### src/rtl/spi_rx_pkg.sv
// Shared SPI/AHB defines (AHB_ADDR_WIDTH, DATA_WIDTH, register offsets, STATUS
// bit indices) plus the spi_rx package. Optional feature macro used by this
// block: SPI_RX_FRAME_CHECK_EN (enables FRAME_ERR detection and STATUS bit3).
`ifndef SPI_DEFINES_SV
`define SPI_DEFINES_SV
`define AHB_ADDR_WIDTH      32
`define DATA_WIDTH          32
`define SPI_RX_CTRL_ADDR    4'h0
`define SPI_RX_STATUS_ADDR  4'h4
`define SPI_RX_DATA_ADDR    4'h8
`define SPI_STATUS_EMPTY    0
`define SPI_STATUS_FULL     1
`define SPI_STATUS_OVERRUN  2
`define SPI_STATUS_FRAME    3
`endif

package spi_rx_pkg;
  localparam int WORD_W    = 32;
  localparam int BIT_CNT_W = 5;

  typedef enum logic [1:0] {
    ST_IDLE  = 2'd0,
    ST_SHIFT = 2'd1,
    ST_PUSH  = 2'd2
  } rx_state_t;

  // AHB address-phase info carried into the data phase
  typedef struct packed {
    logic       write;
    logic [3:0] addr;
  } ahb_dp_t;
endpackage

### src/rtl/fifo_buffer.sv
// Synchronous FIFO, 2**pointer_width entries, head visible on rd_data.
// A write into a full FIFO is accepted only when a read happens the same cycle.
module fifo_buffer #(
  parameter int pointer_width = 2,
  parameter int data_width    = 32
) (
  input  logic                  clk,
  input  logic                  rst_n,
  input  logic                  wr_en,
  input  logic [data_width-1:0] wr_data,
  input  logic                  rd_en,
  output logic [data_width-1:0] rd_data,
  output logic                  empty,
  output logic                  full
);
  localparam int DEPTH = 1 << pointer_width;

  logic [data_width-1:0]  mem [DEPTH];
  logic [pointer_width:0] wr_ptr, rd_ptr;
  logic                   do_rd, do_wr;

  assign empty   = (wr_ptr == rd_ptr);
  assign full    = (wr_ptr[pointer_width] != rd_ptr[pointer_width]) &&
                   (wr_ptr[pointer_width-1:0] == rd_ptr[pointer_width-1:0]);
  assign do_rd   = rd_en & ~empty;
  assign do_wr   = wr_en & (~full | do_rd);
  assign rd_data = mem[rd_ptr[pointer_width-1:0]];

  // Pointer update
  always_ff @(posedge clk or negedge rst_n) begin
    if (!rst_n) begin
      wr_ptr <= '0;
      rd_ptr <= '0;
    end else begin
      if (do_wr) wr_ptr <= wr_ptr + 1'b1;
      if (do_rd) rd_ptr <= rd_ptr + 1'b1;
    end
  end

  // Storage (no reset needed, guarded by pointers)
  always_ff @(posedge clk) begin
    if (do_wr) mem[wr_ptr[pointer_width-1:0]] <= wr_data;
  end
endmodule

### src/rtl/spi_rx_control.sv
// SPI mode-0 receive front end: input synchronizers, SCLK/SS edge detect,
// 32-bit MSB-first shift register, bit counter and receive FSM.
// FRAME_ERR source only exists when SPI_RX_FRAME_CHECK_EN is defined.
module spi_rx_control
  import spi_rx_pkg::*;
#(
  parameter int SYNC_STAGES = 2
) (
  input  logic              clk,
  input  logic              rst_n,
  input  logic              enable,
  input  logic              sclk,
  input  logic              ss,
  input  logic              mosi,
  output logic              push,
  output logic [WORD_W-1:0] word,
  output logic              frame_err
);
  logic [SYNC_STAGES-1:0] sclk_sync, ss_sync, mosi_sync;
  logic                   sclk_d, ss_d;
  logic                   sclk_s, ss_s, mosi_s;
  logic                   rise, ss_fall, ss_rise, shift_en;
  logic [BIT_CNT_W-1:0]   cnt;
  logic [WORD_W-1:0]      sh;
  rx_state_t              state, state_n;

  assign sclk_s  = sclk_sync[SYNC_STAGES-1];
  assign ss_s    = ss_sync[SYNC_STAGES-1];
  assign mosi_s  = mosi_sync[SYNC_STAGES-1];
  assign rise    = sclk_s & ~sclk_d;
  assign ss_fall = ss_d & ~ss_s;
  assign ss_rise = ~ss_d & ss_s;
  assign word    = sh;

  // Synchronizer chains and edge-detect history, reset to idle bus levels
  always_ff @(posedge clk or negedge rst_n) begin
    if (!rst_n) begin
      sclk_sync <= '0;
      ss_sync   <= '1;
      mosi_sync <= '0;
      sclk_d    <= 1'b0;
      ss_d      <= 1'b1;
    end else begin
      sclk_sync <= {sclk_sync[SYNC_STAGES-2:0], sclk};
      ss_sync   <= {ss_sync[SYNC_STAGES-2:0], ss};
      mosi_sync <= {mosi_sync[SYNC_STAGES-2:0], mosi};
      sclk_d    <= sclk_s;
      ss_d      <= ss_s;
    end
  end

  // FSM state register
  always_ff @(posedge clk or negedge rst_n) begin
    if (!rst_n) state <= ST_IDLE;
    else        state <= state_n;
  end

  // Next state, push strobe and frame-error pulse
  always_comb begin
    state_n   = state;
    push      = 1'b0;
    shift_en  = 1'b0;
    frame_err = 1'b0;
    case (state)
      ST_IDLE:  if (enable && ss_fall) state_n = ST_SHIFT;
      ST_SHIFT: begin
        if (!enable) begin
          state_n = ST_IDLE;
        end else if (ss_rise) begin
          state_n = ST_IDLE;
`ifdef SPI_RX_FRAME_CHECK_EN
          frame_err = (cnt != '0);
`endif
        end else if (rise) begin
          shift_en = 1'b1;
          if (cnt == BIT_CNT_W'(WORD_W - 1)) state_n = ST_PUSH;
        end
      end
      ST_PUSH: begin
        push    = 1'b1;
        state_n = (enable && !ss_s) ? ST_SHIFT : ST_IDLE;
      end
      default:  state_n = ST_IDLE;
    endcase
  end

  // Shift register and bit counter; counter wraps to 0 after bit 31
  always_ff @(posedge clk or negedge rst_n) begin
    if (!rst_n) begin
      cnt <= '0;
      sh  <= '0;
    end else if (state == ST_IDLE) begin
      cnt <= '0;
    end else if (shift_en) begin
      sh  <= {sh[WORD_W-2:0], mosi_s};
      cnt <= cnt + 1'b1;
    end
  end
endmodule

### src/rtl/spi_rx.sv
// SPI slave receiver top: AHB decode, CTRL/STATUS/DATA registers, RX FIFO.
// Optional SPI_RX_FRAME_CHECK_EN adds the sticky FRAME_ERR flag (STATUS bit3).
module spi_rx
  import spi_rx_pkg::*;
#(
  parameter int FIFO_PTR_W  = 2,
  parameter int SYNC_STAGES = 2
) (
  input  logic                       CLK,
  input  logic                       RST_N,
  input  logic                       HSEL,
  input  logic                       HTRANS,
  input  logic [`AHB_ADDR_WIDTH-1:0] HADDR,
  input  logic                       HWRITE,
  input  logic                       HREADY,
  output logic                       HREADY_RESP,
  input  logic [`DATA_WIDTH-1:0]     HWDATA,
  output logic [`DATA_WIDTH-1:0]     HRDATA,
  input  logic                       SCLK,
  input  logic                       SS,
  input  logic                       MOSI
);
  ahb_dp_t           dp;
  logic              dp_valid, rd_hit, wr_hit, pop;
  logic              enable, overrun, frame_err, push, fe_set, empty, full;
  logic [WORD_W-1:0] word, head;
  logic              unused;

  assign HREADY_RESP = 1'b1;
  assign rd_hit      = dp_valid & ~dp.write;
  assign wr_hit      = dp_valid & dp.write;
  assign pop         = rd_hit & (dp.addr == `SPI_RX_DATA_ADDR) & ~empty;
  assign unused      = ^{HADDR[`AHB_ADDR_WIDTH-1:4], HWDATA, fe_set};

  spi_rx_control #(.SYNC_STAGES(SYNC_STAGES)) u_ctrl (
    .clk(CLK), .rst_n(RST_N), .enable(enable),
    .sclk(SCLK), .ss(SS), .mosi(MOSI),
    .push(push), .word(word), .frame_err(fe_set)
  );

  fifo_buffer #(.pointer_width(FIFO_PTR_W), .data_width(WORD_W)) u_fifo (
    .clk(CLK), .rst_n(RST_N),
    .wr_en(push), .wr_data(word), .rd_en(pop),
    .rd_data(head), .empty(empty), .full(full)
  );

  // Capture the AHB address phase for use in the following data phase
  always_ff @(posedge CLK or negedge RST_N) begin
    if (!RST_N) begin
      dp_valid <= 1'b0;
      dp       <= '0;
    end else begin
      dp_valid <= HSEL & HTRANS & HREADY;
      dp       <= '{write: HWRITE, addr: HADDR[3:0]};
    end
  end

  // CTRL enable and sticky OVERRUN (new event wins over a same-cycle clear)
  always_ff @(posedge CLK or negedge RST_N) begin
    if (!RST_N) begin
      enable  <= 1'b0;
      overrun <= 1'b0;
    end else begin
      if (wr_hit && dp.addr == `SPI_RX_CTRL_ADDR) enable <= HWDATA[0];
      if (push && full && !pop)
        overrun <= 1'b1;
      else if (wr_hit && dp.addr == `SPI_RX_STATUS_ADDR && HWDATA[`SPI_STATUS_OVERRUN])
        overrun <= 1'b0;
    end
  end

`ifdef SPI_RX_FRAME_CHECK_EN
  // Sticky FRAME_ERR, write-1-to-clear
  always_ff @(posedge CLK or negedge RST_N) begin
    if (!RST_N)
      frame_err <= 1'b0;
    else if (fe_set)
      frame_err <= 1'b1;
    else if (wr_hit && dp.addr == `SPI_RX_STATUS_ADDR && HWDATA[`SPI_STATUS_FRAME])
      frame_err <= 1'b0;
  end
`else
  assign frame_err = 1'b0;
`endif

  // Read mux: zero outside a read data phase and for unmapped addresses
  always_comb begin
    HRDATA = '0;
    if (rd_hit) begin
      case (dp.addr)
        `SPI_RX_CTRL_ADDR:   HRDATA[0] = enable;
        `SPI_RX_STATUS_ADDR: begin
          HRDATA[`SPI_STATUS_EMPTY]   = empty;
          HRDATA[`SPI_STATUS_FULL]    = full;
          HRDATA[`SPI_STATUS_OVERRUN] = overrun;
          HRDATA[`SPI_STATUS_FRAME]   = frame_err;
        end
        `SPI_RX_DATA_ADDR:   HRDATA = empty ? '0 : head;
        default:             HRDATA = '0;
      endcase
    end
  end
endmodule

### config.mk
export PLATFORM = sky130hd
export DESIGN_NAME = spi_rx
export DESIGN_NICKNAME = d
export VERILOG_FILES = /design/src/rtl/spi_rx_pkg.sv /design/src/rtl/fifo_buffer.sv /design/src/rtl/spi_rx_control.sv /design/src/rtl/spi_rx.sv
export SDC_FILE = /design/constraint.sdc
export NUM_CORES = 1
export LEC_CHECK = 0
export CORE_UTILIZATION = 40
export DETAILED_ROUTE_END_ITERATION = 16
export HOLD_SLACK_MARGIN = 0.15
export SLEW_MARGIN = 20
export SYNTH_ARGS = -nofsm -noshare
export SYNTH_HDL_FRONTEND = slang
export SYNTH_SLANG_ARGS = --single-unit
### constraint.sdc
create_clock -name CLK -period 3.1 [get_ports CLK]
set_input_delay 0.775 -clock CLK [delete_from_list [all_inputs] [get_ports CLK]]
set_output_delay 0.775 -clock CLK [all_outputs]
set_load 0.01 [all_outputs]
==> impl_results.md <==
- Core area: 18,000 sq um
- ANT nets after route: 0
- Routed wire per std cell: between 15 and 20 um
- Setup CP Type: reg -> out
- Yosys top cell by area: edfxtp_1
- RSZ-0062 raised after global routing: yes
- # clock sinks: 189
- Power Density: 546 nW/um^2
- Initial antenna violation count: 0
- Area of the multi-input gates: just under 2000 sq um
- Area delta synth->final: 23.6%
- Tmin final: ~3000 ps
- Largest net degree at the start of global routing: 62
- Mean Syn Cell Area: 19.2 sq um
- Num rows: 49
- WP data arrival: 2260 ps
- CTS H-Tree Depth: 4
- PnR Total Power: ~5.0 mW
- Sequential-to-total area share from yosys stat: 73.1%
- Register Area: around 5400 sq um
- Distinct cells, synth: 42
- Critical Path RT: 2320 ps
- Final core occ: 50.6%
- Mapped Area: 7350 sq um
- Fin. Hold Viols: 0
- Via density: 5.08
- Ys Warns: 0
- Number of setup violations in the final report: 0
- Top cell type's share of synthesized area: 52.3%
- Hold Crit Class: reg -> reg
- Wirelength, routed: 13,000 um
- Design area: 9080 sq um
- Layout fillers: around 1,500
- Share of cells above drive strength 1: 32.1%
- Drt pass-1 iters: 4
- Root Driver: clkbuf_16
- DRC Markers: 0
- Synth top area cells: edfxtp_1 (52%), dfrtp_1 (20%), mux4_2 (9.8%)
- Critical path fanouts, max: 9
- Slew headroom: 45.2%
- Min Hold Slack: 355 ps
- Final Slew Violations: 0
- CP Launch Type: flop
- Post-synthesis net count: 462
- Period utilization: 97.7%
- Die area: 18,900 sq um
- Setup crit end kind: primary output
- Syn Inst Count: around 380
- Post-Route Skew: approximately 7.4 ps
- Maximum VDD drop: around 0.4 mV
- Placed cell area: 8200 sq um
- Final #Nets: 553
- Clk pin slew, worst setup/hold paths: 70 ps
- Post-DP HPWL: 7320 um
- Starting Density: 40.9%
- CTS tree: built
- Leakage: 3.54 nW
- Placer congestion estimate: 0.699
- PortBufs: 46
- Worst slew pin tran: 821 ps
- Worst skew pair latency: 420 ps
- Gr ovfl total: 0
- Highest Clock Rate: around 0.33 GHz
- Die outline width: between 100 and 150 um
- First-pass GRT wire length: between 20,000 and 25,000 um
- Antenna diode count: 0
- CTS max path bufs: 2
- Status: completed
- Vias in the first global route: 3,791
- Num CTS Buffers: 17
- Global-route usage over all layers: 15.4%
- Die Height: 138 um
- Initial DRC count: 173
- #FFs+latches synth: 189
- Vias: 3,635
- Max-Cap Viols: 0
- IO Pins: about 110
-- registers in the layout, summed over array words and instances (netlist names) --
name / cells
overrun: 1
u_ctrl.sclk_d: 1
u_ctrl.state: 2
u_fifo.mem: 128
dp: 5
u_fifo.wr_ptr: 3
u_ctrl.mosi_sync: 2
u_ctrl.ss_sync: 2
u_ctrl.ss_d: 1
enable: 1
u_fifo.rd_ptr: 3
u_ctrl.cnt: 5
dp_valid: 1
u_ctrl.sclk_sync: 2
u_ctrl.word: 32
-- cell usage in the layout, fill, tap and decap left out, types with 4 or more instances in the layout --
cell / count
edfxtp_1: 128
dfrtp_1: 56
mux2_2: 35
buf_4: 34
mux4_2: 32
nor2b_1: 30
dlymetal6s2s_1: 18
clkbuf_16: 17
dlygate4sd2_1: 14
clkdlybuf4s50_1: 13
nor2_1: 8
ha_1: 7
nand2_1: 5
o21ai_0: 5
and2b_1: 4
inv_1: 4
a21oi_1: 4
and2_1: 4
-- Yosys cell counts (all sizes together) --
cell and instances:
nand2b 1, nor3 3, xor2 4, dfstp 3, a31o 2, a31oi 2
mux4 32, a21boi 1, o21ai 6, nand4 1, mux2i 3, nor2 8
or4 1, and3 2, nand2 5, o2bb2ai 2, a22oi 1, clkbuf 5
ha 7, o311ai 1, conb 1, and2 4, inv 4, nand3b 3
nor3b 1, buf 10, nor4b 2, mux2 35, dfrtp 58, or4b 2
xnor2 3, nor2b 30, or2 1, a21oi 4, edfxtp 128, and2b 4
nand3 2
-- layout make-up --
type / instances / area share, %
clock inverters: 11 / 1.53
clock buffers: 21 / 5.18
repair buffers: 87 / 9.46
well taps: 229 / 3.15
inverters: 4 / 0.165
flip-flops and latches: 189 / 59.2
multi-input cells: 174 / 21.3
-- per-layer routing --
layer	part of all wire, %	up-vias	global-route usage, %
met5	0	-	0
met4	1.7	0	6.35
met3	3.1	18	3.50
met2	52	63	25.7
met1	43	1898	19.3
li1	-	1656	-
-- metrics by stage --
stage,setup WS [ps],cells,setup TNS (ps)
2_1_floorplan,46.3,382,0
3_3_place_gp,251,661,0
6_report,69.9,715,0
4_1_cts,-70.7,706,-315
3_5_place_dp,241,661,0
5_1_grt,-9.19,715,-9.19
-- kinds of logic after synthesis --
logic type | share of synthesized area (%)
flops | 73.1
buf+inv | 1.40
compound gates | 1.75
fa+ha+maj | 1.19
mux | 15.6
other cells | 0.0510
simple gates | 6.09
xor+xnor | 0.834
-- critical path: stages, from the launching register on --
cell and delay, ps:
dfrtp_2 490, buf_12 170, buf_4 110, buf_4 100
mux4_2 480, and2b_1 190, dlygate4sd2_1 290
-- path summary, 6_finish.rpt --
check / cells past startpoint / startpoint / slack [ps] / end
setup / recovery: 6 / u_fifo.rd_ptr[0] / 70 / HRDATA[3]
hold / removal: 0 / u_ctrl.sclk_sync[0] / 350 / u_ctrl.sclk_sync[1]
setup reg to reg: 6 / u_fifo.rd_ptr[1] / 770 / u_fifo.mem[2][10]
hold reg to reg: 0 / u_ctrl.sclk_sync[0] / 350 / u_ctrl.sclk_sync[1]
max in group asynchronous: 2 / RST_N / 1990 / u_fifo.rd_ptr[0]
min in group asynchronous: 2 / RST_N / 540 / u_ctrl.word[18]
-- report_power, final --
part	total [mW]	switching (mW)	internal, mW
Sequential	2.69	0.00913	2.68
Clock	2.22	0.890	1.33
Combinational	0.0493	0.0256	0.0237
-- timing repair --
item	4_1_cts	5_1_grt
setup endpoints to repair	28	19
buffers inserted	12	9
gates cloned	1	0
hold buffers	0	0
pin swaps	1	1
resized for setup	20	23
(Power assumes the default switching activity.)
==> edit, RTL diff (config.mk and constraints unchanged) <==
Re-encode `rx_state_t` (3 states) as one-hot, 3 bits wide.
--- a/src/rtl/spi_rx_pkg.sv
+++ b/src/rtl/spi_rx_pkg.sv
@@ -18,10 +18,10 @@
   localparam int WORD_W    = 32;
   localparam int BIT_CNT_W = 5;
 
-  typedef enum logic [1:0] {
-    ST_IDLE  = 2'd0,
-    ST_SHIFT = 2'd1,
-    ST_PUSH  = 2'd2
+  typedef enum logic [2:0] {
+    ST_IDLE  = 3'b001,
+    ST_SHIFT = 3'b010,
+    ST_PUSH  = 3'b100
   } rx_state_t;
 
   // AHB address-phase info carried into the data phase
Behaviour: same outputs for any inputs over 10 cycles, from zero or initial values and one cycle with RST_N low; not proved beyond that.
==> edit against the original RTL <==
  * Via count increased by 0.80%
  * Worst setup slack improved by 0.011 ns
  * Routed wire length increased by 8.0%
  * Sequential cell count increased by 1
  * Synthesized area increased by 3.5%
  * Final area increased by 1.7%
Power is not compared: it rests on default switching activity, and its combinational part moved more than twofold at a synthesized area within 25%.
==> edit: results (changes against the original RTL) <==
| Metric | Value |
|---|---|
| Status | `finished, final reports clean` |
| Layout cells sized above 1 | `0.315 (-0.00586)` |
| # fillers | `1,497 (+0.74%)` |
| Top cell types by occurrence after synthesis | `128 x edfxtp_1, 58 x dfrtp_1, 33 x mux2_4` |
| Post_cts resized | `33 (+65%)` |
| DP Worst Slack | `0.220 ns (-0.0208 ns)` |
| Max FO, Critical Path | `17 (+8)` |
| Register area share after synthesis | `0.710 (-0.0215)` |
| Crit-path max cell delay | `0.54 ns (+0.05 ns)` |
| Num CTS Buffers | `17 (unchanged)` |
| First-pass GRT wire length | `21,600 um (+4.6%)` |
| Synth Net Count | `465 (+0.65%)` |
| WL/cell | `19.8 um (+8.7%)` |
| Total number of vias | `3,664 (+0.80%)` |
| Post-CTS setup buffer count | `5 (-7)` |
| Cell Area, Placed | `8340 um^2 (+1.7%)` |
| Fin nets | `543 (-1.8%)` |
| Worst-Margin Slew | `0.650 ns (-0.171 ns)` |
| Placer Congestion | `0.709 (+1.4%)` |
| Dpl hpwl | `7290 um (-0.44%)` |
| Drt total wl | `14,100 um (+8.0%)` |
| Hold WC Path Type | `in2async` |
| Largest delay contributor family on the critical path | `simple AND/OR/NAND/NOR gates` |
| Data arrival, critical path | `2.24 ns (-0.02 ns)` |
| Largest net degree at the start of global routing | `63 (+1.6%)` |
| DRT iter0 DRCs | `243 (+40%)` |
| Synth async-reset ratio | `0.326 (+0.00356)` |
| Dpl cells | `657 (-0.61%)` |
| Hold_ws | `0.358 ns (+0.00296 ns)` |
| Reg-to-Reg Start | `dp[2]` |
| Mapped Cells | `385 (+0.79%)` |
| Area contributors post-synth | `edfxtp_1 51%, dfrtp_1 19%, mux4_2 9.5%` |
| Worst reg-to-reg path cell count | `7 (+1)` |
| Total GRT Usage | `0.153 (-0.00106)` |
## edit: cell count changes after synthesis, sizes merged, moves of 3 or more
cell / delta
nor2b: -27
xnor2: +3
nor3: -3
and3: +29
nor2: -6
buf: +7
xor2: -3
nand3: +8
mux2i: -3
and2b: -4
## edit: cell type report
type / instances / share of cell area
sequential: 190 / 0.585
multi-input combinational: 168 / 0.222
timing repair buffer: 80 / 0.0908
clock buffer: 22 / 0.0503
tap: 234 / 0.0317
clock inverter: 10 / 0.0176
inverter: 6 / 0.00244
## edit: per-layer routing
layer  global-route usage  vias to the layer above  routed length, um
met3               0.0318                       15                377
met2                0.259                       64               7410
li1                     -                     1655                  -
met5                    0                        -                  0
met1                0.192                     1930               6070
met4               0.0625                        0                192
## edit: worst max path at each step
stage                                 from          endpoint  slack (ns)  cells after the start
after floorplan                      dp[1]  u_fifo.mem[1][0]        0.78                      5
after global placement               dp[1]         HRDATA[1]        0.24                      6
after detailed placement             dp[1]         HRDATA[1]        0.22                      6
after CTS                 u_fifo.rd_ptr[0]        HRDATA[28]        0.01                      6
after global routing                 dp[2]        HRDATA[22]      -0.004                      5
final                                dp[2]        HRDATA[22]        0.08                      5
## edit: logic make-up after synthesis
kind of cell | Yosys count | share of synthesized area
AOI/OAI and AO/OA | 17 | 0.0173
xor gates and xnor gates | 7 | 0.0115
adders and majority gates | 7 | 0.0115
buffers and inverters | 27 | 0.0250
DFF | 190 | 0.710
muxes | 67 | 0.163
other | 1 | 0.000493
and+or+nand+nor | 69 | 0.0620
## edit: power breakdown
group / leakage, nW / internal, W / switching (W) / total, W
clock: 0.300 / 0.00139 / 0.000878 / 0.00227
combinational: 1.43 / 0.0000659 / 0.0000693 / 0.000135
sequential: 1.95 / 0.00273 / 0.0000317 / 0.00276
total: 3.67 / 0.00419 / 0.000979 / 0.00517
